File: config.mk
export PLATFORM = sky130hd
export DESIGN_NAME = packet_unpacker
export DESIGN_NICKNAME = d
export VERILOG_FILES = /design/src/rtl/packet_unpacker_pkg.sv /design/src/rtl/packet_unpacker_slot_sel.sv /design/src/rtl/packet_unpacker.sv
export SDC_FILE = /design/constraint.sdc
export NUM_CORES = 1
export LEC_CHECK = 0
export ABC_CLOCK_PERIOD_IN_PS = 2100
export BUFFER_PORTS_ARGS = -buffer_cell sky130_fd_sc_hd__buf_2
export CORE_AREA = 2 2 106 108
export CTS_CLUSTER_SIZE = 16
export DETAILED_ROUTE_END_ITERATION = 8
export DIE_AREA = 0 0 108 110
export PLACE_DENSITY = 0.5
export SKIP_CTS_REPAIR_TIMING = 1
export SLEW_MARGIN = 25
export SYNTH_ARGS = -nofsm -noshare
export SYNTH_HDL_FRONTEND = slang
export SYNTH_HIERARCHICAL = 1
export SYNTH_SLANG_ARGS = --single-unit
File: constraint.sdc
create_clock -name CLK -period 2.1 [get_ports CLK]
set_input_delay 0.42 -clock CLK [delete_from_list [all_inputs] [get_ports CLK]]
set_output_delay 0.42 -clock CLK [all_outputs]
set_load 0.02 [all_outputs]
File: src/rtl/packet_unpacker_pkg.sv
// -----------------------------------------------------------------------------
// packet_unpacker_pkg
// Shared packet layout constants, the unpacker FSM state type and small helper
// functions. The packet constructor uses the same field definitions, so both
// ends agree on where the header, hit slots and flag bits sit.
//
// Packet layout (51 bits):
//   [50:35] L0ID/BCID header
//   [34:27] hit0, [26:19] hit1, [18:11] hit2, [10:3] hit3
//   [2] NO_0_1, [1] OVERFLOW, [0] NOT_EMPTY
// A hit value of 8'h00 marks an unused slot.
// -----------------------------------------------------------------------------
package packet_unpacker_pkg;

  localparam int PKT_W     = 51;
  localparam int HDR_W     = 16;
  localparam int HIT_W     = 8;
  localparam int NUM_SLOTS = 4;

  localparam int HDR_MSB   = 50;
  localparam int HDR_LSB   = 35;
  localparam int HIT0_MSB  = 34;

  localparam int FLAG_NO01 = 2;
  localparam int FLAG_OVF  = 1;
  localparam int FLAG_NE   = 0;

  typedef enum logic [1:0] {
    IDLE = 2'd0,
    HDR  = 2'd1,
    HIT  = 2'd2
  } state_t;

  // Extract hit slot idx from a packet; slot 0 is the most significant hit.
  function automatic logic [HIT_W-1:0] slot_value(input logic [PKT_W-1:0] pkt,
                                                  input logic [1:0]       idx);
    slot_value = pkt[HIT0_MSB -: HIT_W];
    case (idx)
      2'd1: slot_value = pkt[HIT0_MSB - HIT_W   -: HIT_W];
      2'd2: slot_value = pkt[HIT0_MSB - 2*HIT_W -: HIT_W];
      2'd3: slot_value = pkt[HIT0_MSB - 3*HIT_W -: HIT_W];
      default: slot_value = pkt[HIT0_MSB -: HIT_W];
    endcase
  endfunction

  function automatic logic [2:0] count_slots(input logic [NUM_SLOTS-1:0] mask);
    count_slots = '0;
    for (int k = 0; k < NUM_SLOTS; k++) begin
      count_slots = count_slots + {2'b00, mask[k]};
    end
  endfunction

  // A gap-free mask is a run of ones starting at bit 0 (0000, 0001, 0011, ...).
  // Adding one to such a mask clears every set bit, so any overlap between
  // mask and mask+1 means a valid slot sits above an unused one.
  function automatic logic has_gap(input logic [NUM_SLOTS-1:0] mask);
    logic [NUM_SLOTS-1:0] inc;
    inc     = mask + NUM_SLOTS'(1);
    has_gap = |(mask & inc);
  endfunction

endpackage

File: src/rtl/packet_unpacker_slot_sel.sv
// -----------------------------------------------------------------------------
// pkt_slot_sel
// Combinational priority finder over the valid-slot mask. Returns the lowest
// valid slot whose index is >= start_idx, and whether no valid slot lies above
// it (i.e. the returned slot is the packet's final hit).
//
// Ports:
//   mask      valid-slot mask, bit k = slot k
//   start_idx first slot index eligible (0..4; 4 means none eligible)
//   next_idx  lowest eligible valid slot (0 when none exists)
//   last      no eligible valid slot above next_idx
// -----------------------------------------------------------------------------
module pkt_slot_sel
  import packet_unpacker_pkg::*;
(
  input  logic [NUM_SLOTS-1:0] mask,
  input  logic [2:0]           start_idx,
  output logic [1:0]           next_idx,
  output logic                 last
);

  logic [NUM_SLOTS-1:0] cand;

  for (genvar gi = 0; gi < NUM_SLOTS; gi++) begin : g_cand
    assign cand[gi] = mask[gi] & (3'(gi) >= start_idx);
  end

  always_comb begin
    next_idx = '0;
    // Scan downward so the lowest candidate wins.
    for (int k = NUM_SLOTS - 1; k >= 0; k--) begin
      if (cand[k]) begin
        next_idx = 2'(k);
      end
    end
    last = 1'b1;
    for (int k = 0; k < NUM_SLOTS; k++) begin
      if (cand[k] && (2'(k) > next_idx)) begin
        last = 1'b0;
      end
    end
  end

endmodule

File: src/rtl/packet_unpacker.sv
// -----------------------------------------------------------------------------
// packet_unpacker
// Accepts one 51-bit packet at a time and emits it as a stream of 16-bit beats:
// one header beat (L0ID/BCID) followed by one beat per valid hit slot, lowest
// slot first, skipping unused (8'h00) slots. A new packet can be accepted in the
// same cycle the final beat is taken, giving bubble-free back-to-back packets.
//
// Ports:
//   CLK, RST          clock; asynchronous active-low reset
//   PCKT_I/VLD/RDY    packet input with valid/ready handshake
//   OUT_DATA/TYPE     beat payload; TYPE 0 = header, 1 = hit
//   OUT_VLD/RDY/LAST  beat handshake and end-of-packet marker
//   FLAGS_O           {NO_0_1, OVERFLOW, NOT_EMPTY} of the current packet
//   HIT_CNT           number of valid hit slots in the current packet
//   ERR_GAP           one-cycle pulse when a valid slot sits above a zero slot
// -----------------------------------------------------------------------------
module packet_unpacker
  import packet_unpacker_pkg::*;
#(
  parameter int CLSTR_NUM = 4
) (
  input  logic             CLK,
  input  logic             RST,
  input  logic [PKT_W-1:0] PCKT_I,
  input  logic             PCKT_VLD,
  output logic             PCKT_RDY,
  output logic [HDR_W-1:0] OUT_DATA,
  output logic             OUT_TYPE,
  output logic             OUT_VLD,
  input  logic             OUT_RDY,
  output logic             OUT_LAST,
  output logic [2:0]       FLAGS_O,
  output logic [2:0]       HIT_CNT,
  output logic             ERR_GAP
);

  state_t               state_reg;
  logic [PKT_W-1:0]     pkt_reg;
  logic [NUM_SLOTS-1:0] mask_reg;
  logic [1:0]           idx_reg;

  logic [NUM_SLOTS-1:0] mask_in;
  logic [2:0]           sel_start;
  logic [1:0]           sel_idx;
  logic                 sel_last;
  logic                 beat_done;
  logic                 take;

  // Valid-slot mask of the incoming packet; slots beyond CLSTR_NUM never count.
  for (genvar gi = 0; gi < NUM_SLOTS; gi++) begin : g_mask
    if (gi < CLSTR_NUM) begin : g_used
      assign mask_in[gi] = PCKT_I[FLAG_NE] &
                           (PCKT_I[HIT0_MSB - gi*HIT_W -: HIT_W] != '0);
    end else begin : g_unused
      assign mask_in[gi] = 1'b0;
    end
  end

  assign beat_done = OUT_VLD & OUT_RDY;
  // Ready in IDLE, or while the final beat is being taken so the next packet
  // slides straight into the header beat.
  assign PCKT_RDY  = (state_reg == IDLE) | (beat_done & OUT_LAST);
  assign take      = PCKT_VLD & PCKT_RDY;

  assign FLAGS_O   = {pkt_reg[FLAG_NO01], pkt_reg[FLAG_OVF], pkt_reg[FLAG_NE]};

  // From the header, search from slot 0; from a hit, search above the
  // slot currently on the output.
  assign sel_start = (state_reg == HIT) ? ({1'b0, idx_reg} + 3'd1) : 3'd0;

  pkt_slot_sel u_slot_sel (
    .mask      (mask_reg),
    .start_idx (sel_start),
    .next_idx  (sel_idx),
    .last      (sel_last)
  );

  always_ff @(posedge CLK or negedge RST) begin
    if (!RST) begin
      state_reg <= IDLE;
      pkt_reg   <= '0;
      mask_reg  <= '0;
      idx_reg   <= '0;
      OUT_VLD   <= 1'b0;
      OUT_TYPE  <= 1'b0;
      OUT_LAST  <= 1'b0;
      OUT_DATA  <= '0;
      HIT_CNT   <= '0;
      ERR_GAP   <= 1'b0;
    end else begin
      ERR_GAP <= 1'b0;
      if (take) begin
        state_reg <= HDR;
        pkt_reg   <= PCKT_I;
        mask_reg  <= mask_in;
        idx_reg   <= '0;
        HIT_CNT   <= count_slots(mask_in);
        ERR_GAP   <= has_gap(mask_in);
        OUT_VLD   <= 1'b1;
        OUT_TYPE  <= 1'b0;
        OUT_DATA  <= PCKT_I[HDR_MSB:HDR_LSB];
        OUT_LAST  <= (mask_in == '0);
      end else if (beat_done) begin
        case (state_reg)
          HDR, HIT: begin
            if (OUT_LAST) begin
              state_reg <= IDLE;
              OUT_VLD   <= 1'b0;
              OUT_LAST  <= 1'b0;
            end else begin
              state_reg <= HIT;
              idx_reg   <= sel_idx;
              OUT_TYPE  <= 1'b1;
              OUT_DATA  <= {{(HDR_W-HIT_W){1'b0}}, slot_value(pkt_reg, sel_idx)};
              OUT_LAST  <= sel_last;
            end
          end
          default: begin
            state_reg <= IDLE;
            OUT_VLD   <= 1'b0;
          end
        endcase
      end
    end
  end

endmodule
==> flow_metrics.py <==
metrics = {
    "status": {
        "status": "finished with violations",
        "violations": "negative setup slack",
    },
    "clock_network": {
        "worst_skew_pair.late_latency_ns": 0.33,
        "cts_sinks": 66,
        "path_clk_slew_ns": 0.07,
        "clock_path_buffers": 2,
        "root_buffer": "clkbuf_8",
        "cts_buffers": 9,
        "htree_levels": 3,
        "cts_tree": "built",
    },
    "synth": {
        "ys.flop_type": "dfrtp_1",
        "synth_cell_types": 38,
        "syn_nets": 398,
        "postSynthAreaPerCell_sq_um": 9.43,
        "ys_ff_latch": 66,
        "yosys_warnings": 6,
        "seq_area_frac_synth_pct": 52.4,
        "postSynthCellCount": 334,
        "synthTopCellsByArea": "dfrtp_1 (52%), nand2_1 (17%), mux4_2 (5.7%)",
        "synth.most_common_cell": "nand2_1",
        "synth_edf_count": 0,
        "async_flop_share_pct": 100,
        "synth_area_sq_mm": 0.00315,
        "synth_common_cells": "nand2_1 (142), dfrtp_1 (66), a21oi_1 (21)",
        "synth_top_cell_by_area": "dfrtp_1",
        "synth_top_cell_area_share_pct": 52.4,
    },
    "sta": {
        "timing.final.max_slew_violations": 0,
        "fmax_mhz": 428,
        "maxSlewHeadroom_pct": 70.7,
        "worst_pin_slew_ns": 0.438,
        "rsz0062_at_grt": "true",
        "setup_viol": 8,
        "clock-skew-final_ns": 0.00776,
        "hold_violations": 0,
        "finalCriticalPeriod_ns": 2.34,
        "post-route-period-util_pct": 111,
        "setup_ws_ns": -0.236,
        "whs_ns": 0.0988,
    },
    "min_path": {
        "hp-class": "input pin to async pin",
    },
    "routing": {
        "drt_iter0_drc": 89,
        "wl_per_cell_um": 13.5,
        "wl_met2_um": 3800,
        "vias_per_cell": 4.43,
        "top_layer": "met4",
        "drt_first_pass_iters": 4,
        "via_count": 2629,
        "antenna_left": 0,
        "drc": 0,
        "m1WireLength_um": 3830,
        "met3_length_um": 284,
        "routed_wl_um": 7990,
    },
    "setup_path": {
        "r2r-end": "OUT_DATA[1]$_DFFE_PN0P_",
        "required_ns": 2.32,
        "crit_family": "multiplexers",
        "rr_worst_depth": 9,
        "crit_top_cell": "and2_4",
        "worst_path_max_delay_cell": "mux4_2",
        "r2r_start": "idx_reg[1]$_DFFE_PN0P_",
        "cp-start-kind": "flip-flop",
        "critPathMaxFanout": 5,
        "worstSetupStartpoint": "idx_reg[1]$_DFFE_PN0P_",
        "r2r_setup_slack_ns": -0.24,
        "crit_arrival_ns": 2.56,
        "cp_cell_sequence": "ha_1 > and2_4 > and2_4 > o21ai_2 > a221oi_2 > buf_4 > mux4_2 > nand2_2 > a21oi_2",
        "slowest_delay_ns": 0.52,
        "critPathBufInv": 1,
        "end_kind": "flip-flop",
        "worst-setup-path-type": "flip-flop to flip-flop",
    },
    "pwr": {
        "p_leak_nw": 2.21,
        "p_switching_mw": 2.39,
        "p_int_mw": 3.97,
        "cellPowerDensity_mw_per_mm2": 1470,
        "p_seq_share_pct": 35.2,
        "ir_worst_vdd_mv": 0.495,
        "p_sw_share_pct": 37.6,
        "p_comb_share_pct": 45.7,
        "clockPowerShare_pct": 19.0,
    },
    "layout": {
        "area_growth_pct": 37.3,
        "antenna_cells": 0,
        "finalNonFillerCells": 594,
        "nFillCells": 1108,
        "largest_reg_flops": 35,
        "final_nets": 515,
        "post-route-util_pct": 40.4,
        "final_layout_size_suffix_gt1_share_pct": 40.3,
    },
    "floorplan": {
        "std_cell_rows": 38,
        "die_w_um": 108,
        "die_y_um": 110,
        "start_util_pct": 29.5,
        "core_sq_mm": 0.0107,
        "io_pins": 82,
        "die-area_sq_mm": 0.0119,
    },
    "grt": {
        "grt-ovfl-total": 0,
        "grt_max_degree": 67,
        "grt_usage_pct": 14.3,
        "antenna_found_initial": 0,
        "grt_pass1_wl_um": 13100,
        "grt_pass1_vias": 2645,
    },
    "placement": {
        "gp_congestion": 0.774,
        "numPortBuffers": 81,
        "hpwl_um": 6070,
        "post-place-cells": 580,
    },
    "flow_run": {
        "maxCapViolCount": 0,
    },
}
power by group through the flow:
| stage | Combinational [mW] | Sequential, mW | Clock (mW) |
|---|---|---|---|
| final | 2.91 | 2.24 | 1.21 |
| after global routing | 3.26 | 2.32 | 1.31 |
| after global placement | 2.85 | 2.23 | 0 |
| after detailed placement | 2.88 | 2.27 | 0 |
| after floorplan | 1.69 | 2.43 | 0 |
| after CTS | 2.89 | 2.24 | 1.25 |
cell usage in the layout, fill, tap and decap left out, drive strengths merged, types with 12 or more instances in the layout:
master,instances
nand2,142
clkbuf,12
nor2,15
dfrtp,66
a21oi,21
buf,126
kinds of logic after synthesis:
logic type / synth area share, %
compound gates: 9.85
buf+inv: 4.37
flops: 52.4
mux: 5.72
fa+ha+maj: 3.81
simple gates: 23.8
worst reg2reg max path, delay by kind of cell (launching register included):
family	cells	cell delay (ns)
muxes	1	0.52
AOI/OAI and AO/OA	3	0.44
DFF	1	0.39
and+or+nand+nor	3	0.37
adders and majority gates	1	0.28
buffers and inverters	1	0.22
routing by layer:
metal / up-vias / track usage, %
li1: 1334 / -
met4: 0 / 3.57
met1: 1240 / 19.5
met2: 49 / 23.3
met5: - / 0
met3: 6 / 3.00
stage by stage:
step / setup slack (ns) / power (mW) / instance area [sq um] / TNS [ns]
global placement: -0.284 / 5.08 / 4050 / -2.48
detailed placement: -0.296 / 5.14 / 4050 / -2.54
CTS: -0.282 / 6.39 / 4280 / -2.05
global route: -0.376 / 6.89 / 4320 / -2.84
floorplan: -0.122 / 4.12 / 3190 / -0.566
finish: -0.236 / 6.36 / 4320 / -1.77
layout make-up:
type / count / area, sq um / share of cell area, %
clock inverter: 2 / 60.1 / 1.39
multi-input combinational: 240 / 1450 / 33.5
tap: 140 / 175 / 4.05
timing repair buffer: 126 / 793 / 18.3
sequential: 66 / 1650 / 38.2
inverter: 8 / 30.0 / 0.694
clock buffer: 12 / 165 / 3.82
how the worst max path moves through the flow:
stage / cells past startpoint / endpoint
6_report: 9 / OUT_DATA[1]$_DFFE_PN0P_
5_1_grt: 9 / OUT_DATA[2]$_DFFE_PN0P_
4_1_cts: 10 / OUT_DATA[2]$_DFFE_PN0P_
3_5_place_dp: 9 / HIT_CNT[1]$_DFFE_PN0P_
3_3_place_gp: 9 / HIT_CNT[1]$_DFFE_PN0P_
2_1_floorplan: 8 / HIT_CNT[1]$_DFFE_PN0P_
Note: power is estimated with default switching activity, not from simulation.
